File: config.mk
export PLATFORM = sky130hd
export DESIGN_NAME = truth_table_capture_flat
export DESIGN_NICKNAME = d
export VERILOG_FILES = /design/src/rtl/truth_table_capture_pkg.sv /design/src/rtl/truth_table_capture_if.sv /design/src/rtl/truth_table_capture_popcount.sv /design/src/rtl/truth_table_capture.sv /design/src/flat_wrapper.sv
export SDC_FILE = /design/constraint.sdc
export NUM_CORES = 1
export LEC_CHECK = 0
export BUFFER_PORTS_ARGS = -buffer_cell sky130_fd_sc_hd__buf_2
export CAP_MARGIN = 30
export CORE_MARGIN = 3
export CORE_UTILIZATION = 35
export DETAILED_ROUTE_END_ITERATION = 12
export SLEW_MARGIN = 20
export SYNTH_ARGS = -nofsm -noshare
export SYNTH_HDL_FRONTEND = slang
export SYNTH_SLANG_ARGS = --single-unit
File: constraint.sdc
create_clock -name clk_i -period 4.8 [get_ports clk_i]
set_clock_uncertainty 0.15 [all_clocks]
set_input_delay 0.72 -clock clk_i [delete_from_list [all_inputs] [get_ports clk_i]]
set_output_delay 0.72 -clock clk_i [all_outputs]
set_load 0.1 [all_outputs]
File: src/rtl/truth_table_capture_pkg.sv
// rtl/truth_table_capture_pkg.sv - shared types and constants for the truth-table capture block
// Purpose: FSM state encoding and the settle-counter width used by truth_table_capture.
// Ports: none (package).
package truth_table_capture_pkg;

  // Width of the settle counter; SETTLE is limited to 0..15.
  localparam int SETTLE_W = 4;

  typedef enum logic [2:0] {
    ST_IDLE   = 3'd0,
    ST_DRIVE  = 3'd1,
    ST_WAIT   = 3'd2,
    ST_SAMPLE = 3'd3,
    ST_FINISH = 3'd4
  } state_e;

endpackage

File: src/rtl/truth_table_capture_if.sv
// rtl/truth_table_capture_if.sv - control and result bundle of the truth-table capture block
// Purpose: groups sweep control, DUT stimulus/response and captured results.
// Ports (signals):
//   start, abort     sweep control from the requester
//   s_in             response of the function under test
//   vec_out          vector driven to the function under test, MSB = a
//   busy, done       sweep status / one-cycle completion pulse
//   valid            results complete and stable
//   truth_table      captured table, bit i = response to vector i
//   ones_count       minterm count of truth_table
//   mismatch_mask    truth_table ^ expected table
//   pass             valid && mismatch_mask == 0
// Modports: master = requester / test side, slave = capture block.
interface truth_table_capture_if #(
  parameter int N_IN = 4
);
  logic                   start;
  logic                   abort;
  logic                   s_in;
  logic [N_IN-1:0]        vec_out;
  logic                   busy;
  logic                   done;
  logic                   valid;
  logic [(1<<N_IN)-1:0]   truth_table;
  logic [N_IN:0]          ones_count;
  logic [(1<<N_IN)-1:0]   mismatch_mask;
  logic                   pass;

  modport master (
    output start, abort, s_in,
    input  vec_out, busy, done, valid, truth_table, ones_count, mismatch_mask, pass
  );

  modport slave (
    input  start, abort, s_in,
    output vec_out, busy, done, valid, truth_table, ones_count, mismatch_mask, pass
  );
endinterface

File: src/rtl/truth_table_capture_popcount.sv
// rtl/truth_table_capture_popcount.sv - combinational population count
// Purpose: counts the set bits of a W-bit word.
// Ports:
//   in_i     in   W              word to count
//   count_o  out  $clog2(W)+1    number of ones in in_i
module truth_table_capture_popcount #(
  parameter int W = 16
) (
  input  logic [W-1:0]         in_i,
  output logic [$clog2(W):0]   count_o
);
  localparam int CW = $clog2(W) + 1;

  always_comb begin
    count_o = '0;
    for (int i = 0; i < W; i++) begin
      count_o = count_o + CW'(in_i[i]);
    end
  end
endmodule

File: src/rtl/truth_table_capture.sv
// rtl/truth_table_capture.sv - sweeps all input vectors of a combinational function and captures its table
// Purpose: drives every N_IN-bit vector in turn, samples the 1-bit response after SETTLE idle
//   cycles, then reports the captured table, its minterm count, a mismatch mask against
//   EXPECTED and pass/fail.
// Ports:
//   clk_i    in   1   rising-edge clock
//   rst_ni   in   1   asynchronous active-low reset
//   bus      slave modport of truth_table_capture_if (control, stimulus, response, results)
module truth_table_capture
  import truth_table_capture_pkg::*;
#(
  parameter int                   N_IN     = 4,
  parameter int                   SETTLE   = 1,
  parameter logic [(1<<N_IN)-1:0] EXPECTED = 16'hD0C4
) (
  input  logic                  clk_i,
  input  logic                  rst_ni,
  truth_table_capture_if.slave  bus
);
  localparam int TW = 1 << N_IN;

  state_e                state_q, state_d;
  logic [N_IN-1:0]       idx_q, idx_d;
  logic [SETTLE_W-1:0]   cnt_q, cnt_d;
  logic [TW-1:0]         tt_q, tt_d;
  logic [N_IN:0]         ones_q, ones_d;
  logic [TW-1:0]         mm_q, mm_d;
  logic                  valid_q, valid_d;
  logic                  done_q, done_d;
  logic [N_IN:0]         pop_count;

  truth_table_capture_popcount #(.W(TW)) u_popcount (
    .in_i    (tt_q),
    .count_o (pop_count)
  );

  always_ff @(posedge clk_i or negedge rst_ni) begin
    if (!rst_ni) begin
      state_q <= ST_IDLE;
      idx_q   <= '0;
      cnt_q   <= '0;
      tt_q    <= '0;
      ones_q  <= '0;
      mm_q    <= '0;
      valid_q <= 1'b0;
      done_q  <= 1'b0;
    end else begin
      state_q <= state_d;
      idx_q   <= idx_d;
      cnt_q   <= cnt_d;
      tt_q    <= tt_d;
      ones_q  <= ones_d;
      mm_q    <= mm_d;
      valid_q <= valid_d;
      done_q  <= done_d;
    end
  end

  always_comb begin
    state_d = state_q;
    idx_d   = idx_q;
    cnt_d   = cnt_q;
    tt_d    = tt_q;
    ones_d  = ones_q;
    mm_d    = mm_q;
    valid_d = valid_q;
    done_d  = 1'b0;

    // abort outranks start and the capture in SAMPLE; in IDLE it also suppresses start.
    if (bus.abort) begin
      if (state_q != ST_IDLE) begin
        state_d = ST_IDLE;
        valid_d = 1'b0;
      end
    end else begin
      case (state_q)
        ST_IDLE: begin
          if (bus.start) begin
            state_d = ST_DRIVE;
            idx_d   = '0;
            tt_d    = '0;
            ones_d  = '0;
            mm_d    = '0;
            valid_d = 1'b0;
          end
        end
        ST_DRIVE: begin
          cnt_d   = SETTLE_W'(SETTLE);
          state_d = (SETTLE == 0) ? ST_SAMPLE : ST_WAIT;
        end
        ST_WAIT: begin
          // Leaving at a count of 1 gives exactly SETTLE cycles in WAIT.
          if (cnt_q <= SETTLE_W'(1)) begin
            state_d = ST_SAMPLE;
          end else begin
            cnt_d = cnt_q - SETTLE_W'(1);
          end
        end
        ST_SAMPLE: begin
          tt_d[idx_q] = bus.s_in;
          if (idx_q == {N_IN{1'b1}}) begin
            state_d = ST_FINISH;
          end else begin
            idx_d   = idx_q + N_IN'(1);
            state_d = ST_DRIVE;
          end
        end
        ST_FINISH: begin
          ones_d  = pop_count;
          mm_d    = tt_q ^ EXPECTED;
          valid_d = 1'b1;
          done_d  = 1'b1;
          state_d = ST_IDLE;
        end
        default: begin
          state_d = ST_IDLE;
        end
      endcase
    end
  end

  // The vector index doubles as the stimulus, so vec_out changes on entry to DRIVE and
  // holds through WAIT and SAMPLE, and keeps its last value while idle.
  assign bus.vec_out       = idx_q;
  assign bus.busy          = (state_q != ST_IDLE);
  assign bus.done          = done_q;
  assign bus.valid         = valid_q;
  assign bus.truth_table   = tt_q;
  assign bus.ones_count    = ones_q;
  assign bus.mismatch_mask = mm_q;
  assign bus.pass          = valid_q && (mm_q == '0);
endmodule
File: src/flat_wrapper.sv
// flat-port wrapper written by rule: the top's interface ports become plain ports
module truth_table_capture_flat import truth_table_capture_pkg::*;
#(
  parameter int                   N_IN     = 4,
  parameter int                   SETTLE   = 1,
  parameter logic [(1<<N_IN)-1:0] EXPECTED = 16'hD0C4
)
  (clk_i, rst_ni, bus_start, bus_abort, bus_s_in, bus_vec_out, bus_busy, bus_done, bus_valid, bus_truth_table, bus_ones_count, bus_mismatch_mask, bus_pass);
  truth_table_capture_if #(.N_IN(N_IN)) bus_i ();
  input  logic clk_i;
  input  logic rst_ni;
  input wire logic [$bits(bus_i.start)-1:0] bus_start;
  input wire logic [$bits(bus_i.abort)-1:0] bus_abort;
  input wire logic [$bits(bus_i.s_in)-1:0] bus_s_in;
  output wire logic [$bits(bus_i.vec_out)-1:0] bus_vec_out;
  output wire logic [$bits(bus_i.busy)-1:0] bus_busy;
  output wire logic [$bits(bus_i.done)-1:0] bus_done;
  output wire logic [$bits(bus_i.valid)-1:0] bus_valid;
  output wire logic [$bits(bus_i.truth_table)-1:0] bus_truth_table;
  output wire logic [$bits(bus_i.ones_count)-1:0] bus_ones_count;
  output wire logic [$bits(bus_i.mismatch_mask)-1:0] bus_mismatch_mask;
  output wire logic [$bits(bus_i.pass)-1:0] bus_pass;
  assign bus_i.start = bus_start;
  assign bus_i.abort = bus_abort;
  assign bus_i.s_in = bus_s_in;
  assign bus_vec_out = bus_i.vec_out;
  assign bus_busy = bus_i.busy;
  assign bus_done = bus_i.done;
  assign bus_valid = bus_i.valid;
  assign bus_truth_table = bus_i.truth_table;
  assign bus_ones_count = bus_i.ones_count;
  assign bus_mismatch_mask = bus_i.mismatch_mask;
  assign bus_pass = bus_i.pass;
  truth_table_capture #(.N_IN(N_IN), .SETTLE(SETTLE), .EXPECTED(EXPECTED)) u_core (.clk_i(clk_i), .rst_ni(rst_ni), .bus(bus_i));
endmodule
==> summary.md, run 1 <==
Across the VDD grid, the largest voltage drop is 0.000169 V. The class of the tightest hold or removal check is flop to flop. Entering global routing, the biggest net connects 51 pins. The cell sitting at the root of the clock tree is a sky130_fd_sc_hd__clkbuf_8. For the core area, the log shows 0.00777 mm^2. The final critical path time including I/O delays and setup is 3.77 ns. The placed cell area is 0.00311 mm^2.

The clock passes through at most 2 buffers. Counting the buffers created by CTS gives 5. In the global route stage, overall resource usage came out at 15.3%.

Measured in cells, the most critical reg-to-reg path has a length of 11. The vertical die dimension came out at 95.6 um. The number of nets in the synthesized netlist is 321. After detailed routing, the number of remaining DRC violations is 0. Using the TritonRoute via totals, the vias-per-cell ratio works out to 4.97. The number of placed instances, taps included, is 433.

The run gives 0.829 as the last weighted congestion value of the routability-driven placer. The share of total power dissipated in the clock network is 23.4%. The number of cells on the critical path was 11; the aggregate routed wire length was 6590 um. Fill cells in the final layout number 787.

During placement, the flow inserted port buffers numbering 49. By area the synthesized netlist is led by sky130_fd_sc_hd__dfrtp_1 44%, sky130_fd_sc_hd__fa_1 7.1%, sky130_fd_sc_hd__nand2_1 6.8%, sky130_fd_sc_hd__o21ai_0 5.0%, sky130_fd_sc_hd__ha_1 4.9%. The slew at the pin closest to its max-slew limit came out at 0.655 ns.

Leakage power: 1.69 nW. STA puts the critical path data required time at 4.84 ns. Setup violations remaining at the end of the flow were counted as 0. Setup repair after global routing left no endpoint under its margin. The most used flip-flop cell after synthesis is sky130_fd_sc_hd__dfrtp_1. Walking the worst path, the cells encountered are inv_1 -> fa_1 -> fa_1 -> fa_1 -> fa_1 -> inv_1 -> ha_1 -> fa_1 -> a21oi_1 -> nor2_1 -> a22o_1. The floorplan step set the die width to 95.6 um. The tools report the number of antenna violations at the first check in global routing as 0.

The floorplan has 32 rows. The final count of pins violating max slew was 0; the power share of the combinational group was 30.1%. The routed length per instance was 14.9 um. The tool flagged a number of max-cap violations equal to 0. The detailed router finished its first iteration with 108 violations. Headroom to the max-slew limit came out at 56.4%. The tools report the netlist area before placement as 0.00281 mm^2.

The number of H-tree levels was 2. The final cycle utilization of the critical path was 78.6%; the total overflow reported by the global router was 0. Clock latency on the worst-skew pair, taken at its later pin, is 0.30 ns.

The highest fanout seen on the critical path was 3; the part of the power in registers was 46.5%. In this design, the stage delay of the slowest critical-path cell is 0.54 ns. The tools report the count of boundary I/O pins as 50.

The most numerous cell type found on the critical path is sky130_fd_sc_hd__fa_1. The number of gates resized after CTS was 0. Synthesis produced a netlist whose cell count is 295. The tools report the final-report hold violation count as 0. For the final routed database, the setup TNS stands at 0 ns. After clock tree synthesis, the clock-pin slew on the worst setup and hold paths is 0.09 ns. The first global-routing pass estimated 10600 um of wire.

In this run, post-CTS hold repair placed 0 buffers. The tools report the number of synthesis warnings as 0. Cells with a size suffix above 1 make up 20.4% of the layout.

The worst hold path passes through 2 cells. The mean instance size in the synthesized netlist is 9.53 um^2, and the total number of nets in the final design is 364. Summing over every cut layer, the via total after detailed routing is 2190. The critical path endpoint category is a flop.

Excluding fillers, the count of instances in the completed layout stands at 441. For this run, the top clock speed supported by timing is 265 MHz. Total inserted antenna cells: 0. The share of synthesized area occupied by flip-flops and latches came out at 44.5%. The initial standard-cell utilization of the core is 36.2%. Number of buffers inserted to repair setup after CTS: 0. Worst-path cell with the longest stage delay: sky130_fd_sc_hd__fa_1.

Area growth from synthesis to layout: 13.8%. STA classifies the critical path startpoint as a flop. After synthesis the netlist holds a flip-flop and latch count of 50.

The finished layout cell area was 0.00320 mm^2. The logs give 0.00915 mm^2 for the die footprint and 668 uW for the cell-internal power. TritonCTS built the clock tree.

The run gives 4 as the detailed-router iteration count before antenna repair. The count of cell types in the netlist was 52; the number of enable-type register cells in the synthesized netlist was 0. Leading area contributor after synthesis: sky130_fd_sc_hd__dfrtp_1. The count of nets left with antenna violations once routing finished came out at 0. The tools report the arrival time of data at the critical path endpoint as 3.82 ns. The power per unit of standard cell area is 342 mW/mm^2. Counting flops with an async set or reset pin after synthesis yields a share of 100%. The number of global-route vias before repair came out at 2175. By startpoint and endpoint, the worst setup path is classified as flop to flop. The flow ran to the end, and the final reports show no timing, DRC or antenna violations. The count of buffer and inverter cells on the critical path came out at 2. After legalization and detailed placement, the total HPWL measured 4910 um.

In this run switching power makes up 38.9% of total power. Summed over all nets, the switching power comes to 425 uW. In this run the biggest area consumer among cell types represents 44.5% of the synthesized area.

Counting every sink on the clock net gives 50. Grouping stages by cell kind, the critical path spends the most delay in adder cells.
## through the flow
stage	setup slack (ns)	utilization, %	total power, mW	hold WS [ns]
detailed placement	1.04	40.0	0.848	0.326
global placement	1.12	40.0	0.844	0.320
finish	1.03	41.2	1.09	0.343
global route	0.886	41.2	1.16	0.369
CTS	1.03	41.2	1.10	0.346
floorplan	0.478	-	0.788	0.274
## worst paths after layout
kind / start / to / slack, ns
worst max-delay path: u_core.bus.truth_table[1] / u_core.bus.ones_count[4] / 1.03
worst min-delay path: u_core.bus.ones_count[2] / u_core.bus.ones_count[2] / 0.34
worst max register to register: u_core.bus.truth_table[1] / u_core.bus.ones_count[4] / 1.03
worst min register to register: u_core.bus.ones_count[2] / u_core.bus.ones_count[2] / 0.34
max in group asynchronous: rst_ni / u_core.bus.mismatch_mask[1] / 3.70
min in group asynchronous: rst_ni / u_core.bus.done / 0.36
## state kept, by name (all words and copies together) (netlist names)
register	cells
u_core.bus.mismatch_mask	16
u_core.bus.truth_table	16
u_core.bus.ones_count	5
u_core.bus.vec_out	4
u_core.cnt_q	4
u_core.state_q	3
u_core.bus.done	1
u_core.bus.valid	1
## cell type report
type                       instances  area, um^2  share of cell area [%]
clock inverter                     1        5.00                   0.156
sequential                        50        1250                    39.1
timing repair buffer              51         260                    8.13
tap                              102         128                    3.99
multi-input combinational        198        1350                    42.2
inverter                          32         120                    3.75
clock buffer                       7        86.3                    2.70
## power groups by stage
stage / Combinational, mW / Sequential, mW / Clock (mW)
3_5_place_dp: 0.330 / 0.517 / 0
2_1_floorplan: 0.257 / 0.532 / 0
3_3_place_gp: 0.328 / 0.516 / 0
6_report: 0.329 / 0.508 / 0.256
4_1_cts: 0.331 / 0.509 / 0.263
5_1_grt: 0.363 / 0.517 / 0.280
## metal layers
layer,global-route usage (%),share of wire [%],vias to the layer above
met5,0,0,-
li1,-,-,1074
met1,20.2,47,1061
met4,5.57,1.7,0
met2,23.9,46,47
met3,4.26,5.2,8
## cell usage in the layout, fill, tap and decap left out, types with 3 or more instances in the layout
cell / n
sky130_fd_sc_hd__nand2_1: 51
sky130_fd_sc_hd__nand3_1: 3
sky130_fd_sc_hd__ha_1: 11
sky130_fd_sc_hd__o21ai_0: 28
sky130_fd_sc_hd__inv_1: 32
sky130_fd_sc_hd__and3_1: 5
sky130_fd_sc_hd__o31ai_1: 4
sky130_fd_sc_hd__nand4_1: 4
sky130_fd_sc_hd__o21ai_1: 9
sky130_fd_sc_hd__fa_1: 10
sky130_fd_sc_hd__clkbuf_8: 6
sky130_fd_sc_hd__a22o_1: 3
sky130_fd_sc_hd__buf_2: 49
sky130_fd_sc_hd__dfrtp_1: 50
sky130_fd_sc_hd__nor3_1: 3
sky130_fd_sc_hd__a21oi_1: 20
sky130_fd_sc_hd__nor2b_1: 3
sky130_fd_sc_hd__nor2_1: 6
## kinds of logic (layout without fill, tap and decap cells)
kind of cell | count (synthesis) | count (layout) | synth area share [%]
xor gates and xnor gates | 3 | 3 | 0.934
adders and majority gates | 21 | 21 | 12.0
AOI/OAI and AO/OA | 76 | 76 | 15.8
DFF | 50 | 50 | 44.5
and+or+nand+nor | 95 | 95 | 17.8
muxes | 3 | 3 | 1.25
buffers and inverters | 47 | 91 | 7.74
## synth_stat cells (2+ instances only)
cell,instances
sky130_fd_sc_hd__o211ai_1,2
sky130_fd_sc_hd__nor2b_1,3
sky130_fd_sc_hd__and2_1,2
sky130_fd_sc_hd__dfrtp_1,50
sky130_fd_sc_hd__nand3_1,3
sky130_fd_sc_hd__inv_1,32
sky130_fd_sc_hd__nor4_1,3
sky130_fd_sc_hd__and3_1,5
sky130_fd_sc_hd__buf_6,4
sky130_fd_sc_hd__nor3_1,3
sky130_fd_sc_hd__a22o_1,3
sky130_fd_sc_hd__mux2i_1,2
sky130_fd_sc_hd__nand4_1,4
sky130_fd_sc_hd__o31ai_1,4
sky130_fd_sc_hd__buf_2,5
sky130_fd_sc_hd__ha_1,11
sky130_fd_sc_hd__o21ai_0,28
sky130_fd_sc_hd__fa_1,10
sky130_fd_sc_hd__nand2_4,2
sky130_fd_sc_hd__xnor2_1,2
sky130_fd_sc_hd__nor2_1,6
sky130_fd_sc_hd__nand2_1,51
sky130_fd_sc_hd__o21ai_1,9
sky130_fd_sc_hd__clkbuf_1,4
sky130_fd_sc_hd__a21oi_1,20
## tightest hold or removal path, stage by stage (launching register included)
cell and delay (ns):
sky130_fd_sc_hd__dfrtp_1 0.35, sky130_fd_sc_hd__nand2_1 0.05, sky130_fd_sc_hd__o31ai_1 0.06
Note: power is estimated with default switching activity, not from simulation.
==> inputs of run 2 (changes only) <==
Clock period 4.8 ns to 3.2 ns, I/O delays scaled along.
==> run 2 against run 1 <==
  * The flow now finishes with violations (setup timing)
  * First-iteration DRC count up 5.6%
  * Critical path depth stayed put
  * Combinational power is 55% higher
  * Non-clock buffer count rose by 17
  * Largest power group unchanged
  * Fmax is 2.2% higher
  * Register-to-register slack worse by 1.5 ns
  * Sequential power is 50% higher
==> summary.md, run 2 (synthesis gave the netlist of run 1 again) <==
The run finished, with violations left. The final reports fail on setup timing. The switching power share of the total is 37.5%, and the part of the power in registers is 44.4%. Measured in cells, the most critical reg-to-reg path has a length of 11. The floorplan step set the die width to 95.6 um. The first TritonRoute pass finished after 6 iterations.

The logs give -1.72 ns for the final total negative setup slack and 0.30 ns for the clock insertion delay at the later pin of the skew report. The worst register-to-register path begins at u_core.bus.truth_table[13]. The sequential cells in the finished layout cover a total of 0.00128 mm^2. The leakage power came out at 1.77 nW. The min-delay analysis places its worst path in the category primary input to async pin.

The number of clock buffers added by TritonCTS is 5. For this run the aggregate overflow at the end of global routing stands at 0. The logs give 0 for the final count of pins violating max slew and 2 for the number of H-tree levels.

The worst-case IR drop observed on VDD is 0.000244 V. The final cycle utilization of the critical path is 115%. For the die footprint, the log shows 0.00915 mm^2. Setup violations remaining at the end of the flow were counted as 4. The routed layout has 2286 vias. For this run, the top clock speed supported by timing is 271 MHz. The cell-internal power came out at 1.08 mW.

The number of fillers in the final layout was 780; the switching power was 646 uW. The vertical die dimension was 95.6 um; the wire length of the first global-routing pass was 10600 um. The logs give 2 for the worst-case clock buffer depth and -0.49 ns for the register-to-register setup slack. For the worst setup path, the data arrival time is 3.73 ns.

Share of final-layout standard cells stronger than drive strength 1: 30.3%. Using the TritonRoute via totals, the vias-per-cell ratio works out to 4.99. The critical path endpoint category is a flop. Relative to the synthesized area, the layout overhead comes to 21.2%. The slew at the pin closest to its max-slew limit was 0.788 ns. The tools report the number of global-route vias before repair as 2136. In this run, the number of DRC markers left after iteration 0 of detailed routing was 114. Across every metal layer, demand over resource in global routing totals 15.2%.

For the remaining max-slew budget at the tightest pin, the log shows 47.4%. The top cell types in the final layout, fill and taps aside, are 51 x sky130_fd_sc_hd__nand2_1, 49 x sky130_fd_sc_hd__buf_2, 41 x sky130_fd_sc_hd__dfrtp_1, 28 x sky130_fd_sc_hd__o21ai_0, 24 x sky130_fd_sc_hd__inv_1. The HPWL after detailed placement is 5080 um. In the final layout, the multi-input gates occupy 0.00137 mm^2.

The number of hold buffers added after CTS was 0. Setup repair after global routing could not meet its margin everywhere. At the worst endpoint, the required time is 3.24 ns. The tool flagged a number of max-cap violations equal to 0. The pin count of the biggest net entering global routing came out at 35. For this block, the routed nets add up to 6650 um of wire.

The final worst slack was -0.492 ns. 50 I/O pins were placed. The endpoint identified for the worst register-to-register timing path is u_core.bus.ones_count[4].

The tools report the power share of the combinational group as 29.7%. In this run the worst path has a maximum fanout of 2. For this configuration, the core starts out at a cell density of 36.2%. STA classifies the critical path startpoint as a flop. The routed length per instance works out to 14.5 um. TritonCTS built the clock tree. The core region is 0.00777 mm^2. The total number of nets in the final design was 381; the clock network fraction of design power was 25.9%.

The final-report hold violation count came out at 0. After floorplanning, the core was divided into 32 placement rows. The tree is rooted in a sky130_fd_sc_hd__clkbuf_8. Clock-pin slew was measured on the worst setup and hold paths at 0.09 ns.

The tools report the final core utilization as 43.9%. The last weighted congestion value of the routability-driven placer was 0.772; the count of antenna-violating nets left after detailed routing was 0. The library cell used most frequently in the layout, excluding fill and tap cells, is sky130_fd_sc_hd__nand2_1. In the routed design, unresolved DRC markers number 0. The kind of critical path is flop to flop. Power spread over the standard cell area amounts to 505 mW/mm^2. The final critical path time including I/O delays and setup came out at 3.69 ns. Clock sink total: 50.

The number of antenna violations at the first check in global routing was 0. Input and output buffers added on the ports amount to 49. The tools report the total inserted antenna cells as 0.
run 2: cell types whose count changed in the layout (fill, tap and decap cells not counted), moves of 2 or more:
cell	before	now
sky130_fd_sc_hd__dfrtp_4	0	9
sky130_fd_sc_hd__dfrtp_1	50	41
sky130_fd_sc_hd__buf_4	2	19
sky130_fd_sc_hd__a21oi_1	20	18
sky130_fd_sc_hd__inv_2	0	7
sky130_fd_sc_hd__inv_1	32	24
sky130_fd_sc_hd__a21oi_2	0	2
run 2: layout make-up:
class                           instances  area share (%)
Clock buffer                            5            2.02
Timing Repair Buffer                   68            11.4
Tap cell                              102            3.74
Sequential cell                        50            37.7
Multi-Input combinational cell        198            40.3
Clock inverter                          3            1.28
Inverter                               32            3.60
run 2: power by group through the flow:
| stage | Clock (mW) | Combinational (mW) | Sequential (mW) |
|---|---|---|---|
| 2_1_floorplan | 0 | 0.388 | 0.801 |
| 3_3_place_gp | 0 | 0.505 | 0.775 |
| 3_5_place_dp | 0 | 0.514 | 0.777 |
| 4_1_cts | 0.460 | 0.516 | 0.765 |
| 5_1_grt | 0.494 | 0.557 | 0.777 |
| 6_report | 0.446 | 0.511 | 0.764 |
run 2: what timing repair did:
item | CTS | global route
pin swaps | 3 | 1
setup endpoints to repair | 5 | 5
gates resized for setup | 1 | 4
buffers inserted | 1 | 1
hold endpoints to repair | 0 | 0
run 2: through the flow:
step                instance area, um^2  instances  hold slack, ns  power, mW  setup slack (ns)
floorplan                          2870        295          0.0344       1.19            -0.580
finish                             3410        458           0.107       1.72            -0.492
global route                       3410        458           0.164       1.83            -0.594
detailed placement                 3270        448           0.313       1.29            -0.501
CTS                                3390        457           0.133       1.74            -0.516
global placement                   3270        448           0.321       1.28            -0.420
run 2: how the worst max path moves through the flow:
stage                                    start                  endpoint  slack [ns]  cells after the start
global route        u_core.bus.truth_table[13]  u_core.bus.ones_count[3]       -0.59                     11
global placement    u_core.bus.truth_table[13]  u_core.bus.ones_count[4]       -0.42                     11
CTS                 u_core.bus.truth_table[13]  u_core.bus.ones_count[4]       -0.52                     11
floorplan           u_core.bus.truth_table[11]  u_core.bus.ones_count[4]       -0.58                     11
detailed placement   u_core.bus.truth_table[3]  u_core.bus.ones_count[4]       -0.50                     11
finish              u_core.bus.truth_table[13]  u_core.bus.ones_count[4]       -0.49                     11
run 2: layer usage:
layer  up-vias  track usage (%)  wire [um]
met2        75             24.7       3190
met1      1084             20.1       2990
met4         0             4.74        103
li1       1113                -          -
met5         -                0          0
met3        14             3.39        367
run 2: critical path, cell delays in order (launching register included):
cell and delay, ns:
sky130_fd_sc_hd__dfrtp_4 0.50, sky130_fd_sc_hd__inv_4 0.06, sky130_fd_sc_hd__fa_1 0.43, sky130_fd_sc_hd__fa_1 0.54, sky130_fd_sc_hd__fa_1 0.44, sky130_fd_sc_hd__fa_1 0.52
sky130_fd_sc_hd__inv_2 0.05, sky130_fd_sc_hd__ha_4 0.15, sky130_fd_sc_hd__fa_2 0.36, sky130_fd_sc_hd__a21oi_2 0.14, sky130_fd_sc_hd__nor2_1 0.05, sky130_fd_sc_hd__a22o_1 0.20
